$ cat src/rtl/rv32i_mem_pkg.sv
// Shared types and constants for the IF/MEM single-port memory arbiter.
package rv32i_mem_pkg;

    localparam int          MASK_W    = 4;
    localparam logic [31:0] NOP_INSTR = 32'h0000_0013;

    typedef enum logic [1:0] {
        ST_IDLE  = 2'b00,
        ST_DATA  = 2'b01,
        ST_FETCH = 2'b10
    } arb_state_t;

    function automatic logic is_busy(input arb_state_t s);
        return (s == ST_DATA) || (s == ST_FETCH);
    endfunction

endpackage

$ cat src/rtl/mem_wait_timer.sv
// Counts cycles spent waiting for a memory ack; expires on the TIMEOUT-th waiting cycle.
module mem_wait_timer #(
    parameter int TIMEOUT = 15
) (
    input  logic clk,
    input  logic rst_n,
    input  logic i_clr,
    input  logic i_en,
    output logic o_expire
);
    localparam int             CNT_W    = $clog2(TIMEOUT + 1);
    localparam logic [CNT_W-1:0] CNT_MAX  = CNT_W'(TIMEOUT);
    localparam logic [CNT_W-1:0] CNT_LAST = CNT_W'(TIMEOUT - 1);

    logic [CNT_W-1:0] r_cnt;

    // Wait counter: cleared on grant, saturates at TIMEOUT.
    always_ff @(posedge clk or negedge rst_n) begin
        if (!rst_n) begin
            r_cnt <= {CNT_W{1'b0}};
        end else if (i_clr) begin
            r_cnt <= {CNT_W{1'b0}};
        end else if (i_en && (r_cnt != CNT_MAX)) begin
            r_cnt <= r_cnt + CNT_W'(1'b1);
        end
    end

    // r_cnt holds the number of completed wait cycles, so this edge would make it TIMEOUT.
    assign o_expire = i_en & (r_cnt == CNT_LAST);

endmodule

$ cat src/rtl/mem_port_arbiter.sv
// Arbitrates one single-ported memory between instruction fetch and load/store,
// with req/ack sequencing, pipeline stall generation and access timeout.
module mem_port_arbiter
    import rv32i_mem_pkg::*;
#(
    parameter int ADDR_W  = 32,
    parameter int DATA_W  = 32,
    parameter int TIMEOUT = 15
) (
    input  logic              clk,
    input  logic              rst,
    input  logic              if_req,
    input  logic [ADDR_W-1:0] if_addr,
    output logic [DATA_W-1:0] if_rdata,
    output logic              if_valid,
    input  logic              ls_req,
    input  logic              ls_we,
    input  logic [MASK_W-1:0] ls_mask,
    input  logic [ADDR_W-1:0] ls_addr,
    input  logic [DATA_W-1:0] ls_wdata,
    output logic [DATA_W-1:0] ls_rdata,
    output logic              ls_done,
    output logic              mem_req,
    output logic              mem_we,
    output logic [MASK_W-1:0] mem_mask,
    output logic [ADDR_W-1:0] mem_addr,
    output logic [DATA_W-1:0] mem_wdata,
    input  logic              mem_ack,
    input  logic [DATA_W-1:0] mem_rdata,
    output logic              stall,
    output logic              load_control,
    output logic              timeout_err
);
    localparam logic [DATA_W-1:0] NOP_WORD  = DATA_W'(NOP_INSTR);
    localparam logic [MASK_W-1:0] FULL_MASK = {MASK_W{1'b1}};

    arb_state_t        r_state;
    arb_state_t        w_state_nxt;
    logic              w_grant_ls;
    logic              w_grant_if;
    logic              w_ack_done;
    logic              w_to_done;
    logic              w_expire;
    logic              w_busy;

    logic              r_mem_req;
    logic              r_mem_we;
    logic [MASK_W-1:0] r_mem_mask;
    logic [ADDR_W-1:0] r_mem_addr;
    logic [DATA_W-1:0] r_mem_wdata;
    logic [DATA_W-1:0] r_if_rdata;
    logic              r_if_valid;
    logic [DATA_W-1:0] r_ls_rdata;
    logic              r_ls_done;
    logic              r_timeout_err;

    assign w_busy = is_busy(r_state);

    mem_wait_timer #(
        .TIMEOUT (TIMEOUT)
    ) u_wait_timer (
        .clk      (clk),
        .rst_n    (rst),
        .i_clr    (w_grant_ls | w_grant_if),
        .i_en     (w_busy),
        .o_expire (w_expire)
    );

    // Next state: load/store wins over fetch; a requester is not re-granted during its own done pulse.
    always_comb begin
        w_state_nxt = r_state;
        w_grant_ls  = 1'b0;
        w_grant_if  = 1'b0;
        w_ack_done  = 1'b0;
        w_to_done   = 1'b0;
        case (r_state)
            ST_IDLE: begin
                if (ls_req && !r_ls_done) begin
                    w_grant_ls  = 1'b1;
                    w_state_nxt = ST_DATA;
                end else if (if_req && !r_if_valid) begin
                    w_grant_if  = 1'b1;
                    w_state_nxt = ST_FETCH;
                end else begin
                    w_state_nxt = ST_IDLE;
                end
            end
            ST_DATA, ST_FETCH: begin
                if (mem_ack) begin
                    w_ack_done  = 1'b1;
                    w_state_nxt = ST_IDLE;
                end else if (w_expire) begin
                    w_to_done   = 1'b1;
                    w_state_nxt = ST_IDLE;
                end else begin
                    w_state_nxt = r_state;
                end
            end
            default: begin
                w_state_nxt = ST_IDLE;
            end
        endcase
    end

    // State, memory-side request registers and requester return registers.
    always_ff @(posedge clk or negedge rst) begin
        if (!rst) begin
            r_state       <= ST_IDLE;
            r_mem_req     <= 1'b0;
            r_mem_we      <= 1'b0;
            r_mem_mask    <= {MASK_W{1'b0}};
            r_mem_addr    <= {ADDR_W{1'b0}};
            r_mem_wdata   <= {DATA_W{1'b0}};
            r_if_rdata    <= {DATA_W{1'b0}};
            r_if_valid    <= 1'b0;
            r_ls_rdata    <= {DATA_W{1'b0}};
            r_ls_done     <= 1'b0;
            r_timeout_err <= 1'b0;
        end else begin
            r_state    <= w_state_nxt;
            r_if_valid <= 1'b0;
            r_ls_done  <= 1'b0;
            if (w_grant_ls) begin
                r_mem_req   <= 1'b1;
                r_mem_we    <= ls_we;
                r_mem_mask  <= ls_mask;
                r_mem_addr  <= ls_addr;
                r_mem_wdata <= ls_wdata;
            end else if (w_grant_if) begin
                r_mem_req   <= 1'b1;
                r_mem_we    <= 1'b0;
                r_mem_mask  <= FULL_MASK;
                r_mem_addr  <= if_addr;
                r_mem_wdata <= {DATA_W{1'b0}};
            end
            // An aborted access still completes: fetch sees a NOP, load sees zero, store data is untouched.
            if (w_ack_done || w_to_done) begin
                r_mem_req <= 1'b0;
                if (r_state == ST_DATA) begin
                    r_ls_done <= 1'b1;
                    if (!r_mem_we) begin
                        r_ls_rdata <= w_ack_done ? mem_rdata : {DATA_W{1'b0}};
                    end
                end else begin
                    r_if_valid <= 1'b1;
                    r_if_rdata <= w_ack_done ? mem_rdata : NOP_WORD;
                end
            end
            if (w_to_done) begin
                r_timeout_err <= 1'b1;
            end
        end
    end

    assign mem_req      = r_mem_req;
    assign mem_we       = r_mem_we;
    assign mem_mask     = r_mem_mask;
    assign mem_addr     = r_mem_addr;
    assign mem_wdata    = r_mem_wdata;
    assign if_rdata     = r_if_rdata;
    assign if_valid     = r_if_valid;
    assign ls_rdata     = r_ls_rdata;
    assign ls_done      = r_ls_done;
    assign timeout_err  = r_timeout_err;
    assign load_control = (r_state == ST_DATA) & ~r_mem_we;
    assign stall        = (if_req & ~r_if_valid) | (ls_req & ~r_ls_done);

endmodule

$ cat config.mk
export PLATFORM = sky130hd
export DESIGN_NAME = mem_port_arbiter
export DESIGN_NICKNAME = d
export VERILOG_FILES = /design/src/rtl/rv32i_mem_pkg.sv /design/src/rtl/mem_wait_timer.sv /design/src/rtl/mem_port_arbiter.sv
export SDC_FILE = /design/constraint.sdc
export NUM_CORES = 1
export LEC_CHECK = 0
export CAP_MARGIN = 0
export CELL_PAD_IN_SITES_DETAIL_PLACEMENT = 0
export CELL_PAD_IN_SITES_GLOBAL_PLACEMENT = 1
export CORE_MARGIN = 4
export CORE_UTILIZATION = 28
export CTS_CLUSTER_SIZE = 25
export DETAILED_ROUTE_END_ITERATION = 8
export GPL_ROUTABILITY_DRIVEN = 0
export PLACE_DENSITY_LB_ADDON = 0.1
export SLEW_MARGIN = 20
export SYNTH_ARGS = -nofsm -noshare
export SYNTH_HDL_FRONTEND = slang
export SYNTH_HIERARCHICAL = 1
export SYNTH_SLANG_ARGS = --single-unit
$ cat constraint.sdc
create_clock -name clk -period 2.04 [get_ports clk]
set_clock_uncertainty 0.05 [all_clocks]
set_input_delay 0.408 -clock clk [delete_from_list [all_inputs] [get_ports clk]]
set_output_delay 0.408 -clock clk [all_outputs]
set_load 0.1 [all_outputs]
==> reports/qor.csv <==
metric,value,unit
vias in the first global route,4845,
Die Area,22100,sq um
clock-pin slew reported for the worst setup and hold paths after clock tree synthesis,60,ps
I/O pin cnt,277,
fraction of the yosys area taken by sequential cells,64.5,%
total number of nets in the final design,817,
clock buffer depth,2,
max-slew headroom at the worst pin,77.4,%
nature of the critical path endpoint,primary output,
Core Region,19500,sq um
number of iterations in the first detailed-routing pass,4,
worst reg-to-reg path cell count,7,
routed vias/inst,4.74,
buffer cell driving the clock tree root,clkbuf_16,
area share of the largest cell type after synthesis,64.5,%
Max Clock Freq,517,MHz
area share of xor/xnor cells in the synthesized design,0,%
post-synthesis to final-layout area growth,62.4,%
latest clock arrival within the worst-skew pair,410,ps
# Post-CTS Setup Buffers,0,
worst-margin pin slew,339,ps
Adder-Cell Fraction of Synth Area,0.902,%
"Slowest-stage cell, CP",dfrtp_1,
Detailed Place HPWL,13100,microns
Worst path depth,4,
grt ovf,0,
number of fill cells in the layout,1772,
drt drc,0,
cell type contributing the most total cell area after synthesis,dfrtp_1,
final count of pins violating max slew,0,
final setup violation count,0,
final hold viol count,0,
average wire length per cell after detail routing,19.3,microns
Synth area leaders,"dfrtp_1 64%, a22o_1 15%, a221o_1 5.8%, and2_0 1.9%, and2_1 1.7%",
post-synthesis mux area share,0.744,%
Clock Sink Count,143,
number of nets in the synthesized netlist,531,
final cycle utilization of the critical path,94.8,%
quantity of I/O buffers inserted on ports,276,
Total Wirelength,18400,microns
vias after detailed routing,4520,
setup slack of the worst register-to-register path,150,ps
worst setup path end,load_control,
count of state elements after synthesis,143,
number of buffer and inverter instances along the worst setup path,2,
synthesized instance count,389,
die width,149,microns
die boundary height,149,microns
class of the most critical setup path,reg -> out,
count of antenna-violating nets left after detailed routing,0,
number of unique standard cell types used by synthesis,37,
post-synthesis area per instance,14.3,sq um
effective utilization at floorplan,28.5,%
max capacitance violation total,0,
std cell rows,51,
FF-to-FF Start,r_state[0]$_DFFE_PN0P_,
class of the tightest hold or removal check,in -> async,
startpoint type of the worst setup path,register,
final core area utilization,46.3,%
peak fanout along the critical path,3,
cells along the critical path,"inv_1, ha_1, nor2b_4, buf_12",
clock period minus worst slack,1930,ps
dominant combinational cell family by area after synthesis,compound AO/OA/AOI/OAI gates,
largest net degree at the start of global routing,65,
ratio of cells with drive above 1 in the final layout,30.4,%
netlist area before placement,5550,sq um
post-synthesis compound-gate area fraction,22.9,%
data arrival at the endpoint of the critical path,1470,ps
status,completed,
area share of and/or/nand/nor cells after synthesis,6.58,%
Crit Reg-Reg Endpoint,if_rdata[5]$_DFFE_PN0P_,
"delay-heaviest family, CP",flip-flops,
diodes inserted,0,
Multi-input gate area,1760,sq um
count of H-tree levels built during CTS,4,
delay of the slowest cell on the worst path,370,ps
data required time of the worst path,1580,ps
number of warnings printed during yosys synthesis,6,
unrepaired setup endpoints after global routing,false,
initial antenna violation count,0,
worst setup path startpoint,r_state[1]$_DFFE_PN0P_,
register area,3580,sq um
number of DRC violations after detailed-routing iteration 0,174,
first-pass GRT wire length,28000,microns
overall routing resource usage,16.3,%
clock tree from TritonCTS,done,
Num CTS Buffers,17,
-- cells by family (layout without fill, tap and decap cells) --
| family | Yosys count | in the layout |
|---|---|---|
| AOI/OAI and AO/OA | 141 | 141 |
| adders and majority gates | 4 | 4 |
| buffers and inverters | 39 | 338 |
| DFF | 143 | 143 |
| muxes | 3 | 3 |
| and+or+nand+nor | 59 | 59 |
-- worst reg2reg max path: cells and delay by family, from the launching register on --
kind | cells | cell delay (ps)
flip-flops | 1 | 380
buffers and inverters | 2 | 270
AO/OA/AOI/OAI | 2 | 320
adder cells (fa/ha/maj) | 1 | 290
AND/OR/NAND/NOR | 2 | 460
-- how the worst min path moves through the flow --
| stage | start | end | depth (start not counted) |
|---|---|---|---|
| finish | rst | mem_wdata[12]$_DFFE_PN0P_ | 2 |
| global route | rst | mem_wdata[11]$_DFFE_PN0P_ | 2 |
| global placement | rst | mem_wdata[11]$_DFFE_PN0P_ | 1 |
| CTS | rst | mem_wdata[12]$_DFFE_PN0P_ | 2 |
| floorplan | rst | if_rdata[0]$_DFFE_PN0P_ | 0 |
| detailed placement | rst | mem_wdata[12]$_DFFE_PN0P_ | 1 |
-- layout make-up --
cell class,instances,share of cell area [%]
Clock buffer,18,4.87
Clock inverter,14,1.40
Inverter,9,0.375
Multi-Input combinational cell,207,19.5
Sequential cell,143,39.7
Tap cell,265,3.68
Timing Repair Buffer,297,30.4
-- cells in the mapped netlist, drive strengths merged --
library cell,n
dfrtp,143
a22o,94
a221o,32
and2,32
buf,28
inv,9
o22a,7
nor2,5
ha,4
nand2,4
nand2b,4
mux2,3
nor2b,3
nor3,3
o21ai,3
clkbuf,2
a211oi,1
a21oi,1
a31o,1
a31oi,1
and2b,1
and3,1
and3b,1
and4,1
and4b,1
nand3,1
nand4,1
nor3b,1
o21a,1
-- stage by stage --
step	setup TNS [ps]	worst slack, ps	instances	instance area, sq um	hold slack, ps
6_report	0	107	953	9010	395
5_1_grt	0	5.86	953	9010	395
4_1_cts	0	69.7	953	9010	377
3_5_place_dp	-25.7	-13.0	920	8430	265
3_3_place_gp	0	24.8	920	8430	265
2_1_floorplan	0	20.9	389	5560	62.4
-- sequential cells by signal, indices dropped and copies added (netlist names) --
register            cells
if_rdata               32
ls_rdata               32
mem_addr               32
mem_wdata              32
mem_mask                4
u_wait_timer/r_cnt      4
r_state                 2
if_valid                1
ls_done                 1
mem_req                 1
mem_we                  1
timeout_err             1
-- layer usage --
layer  GRT usage, %  up-vias  share of wire, %
met5              0        -                 0
li1               -     2054                 -
met2           25.3      210                46
met4           4.94        0               1.4
met1           20.8     2240                42
met3           7.08       16                10
-- cells in the final DEF (no fill, tap or decap), drive strengths merged, types with 4 or more instances in the layout --
master         count
and2              32
dfrtp            143
clkdlybuf4s50    136
a22o              94
nand2b             4
ha                 4
buf              160
nand2              4
clkbuf            18
inv               15
a221o             32
o22a               7
clkinv             6
nor2               5
-- timing repair --
action                                  in CTS  in global routing
hold buffers                                 1                  0
endpoints found under the hold margin       29                  0
endpoints found under the setup margin       0                 18
resized for setup                            0                  1
Power is not shown: default switching activity piles up to over one toggle a cycle in this logic, so the estimate is an artifact.
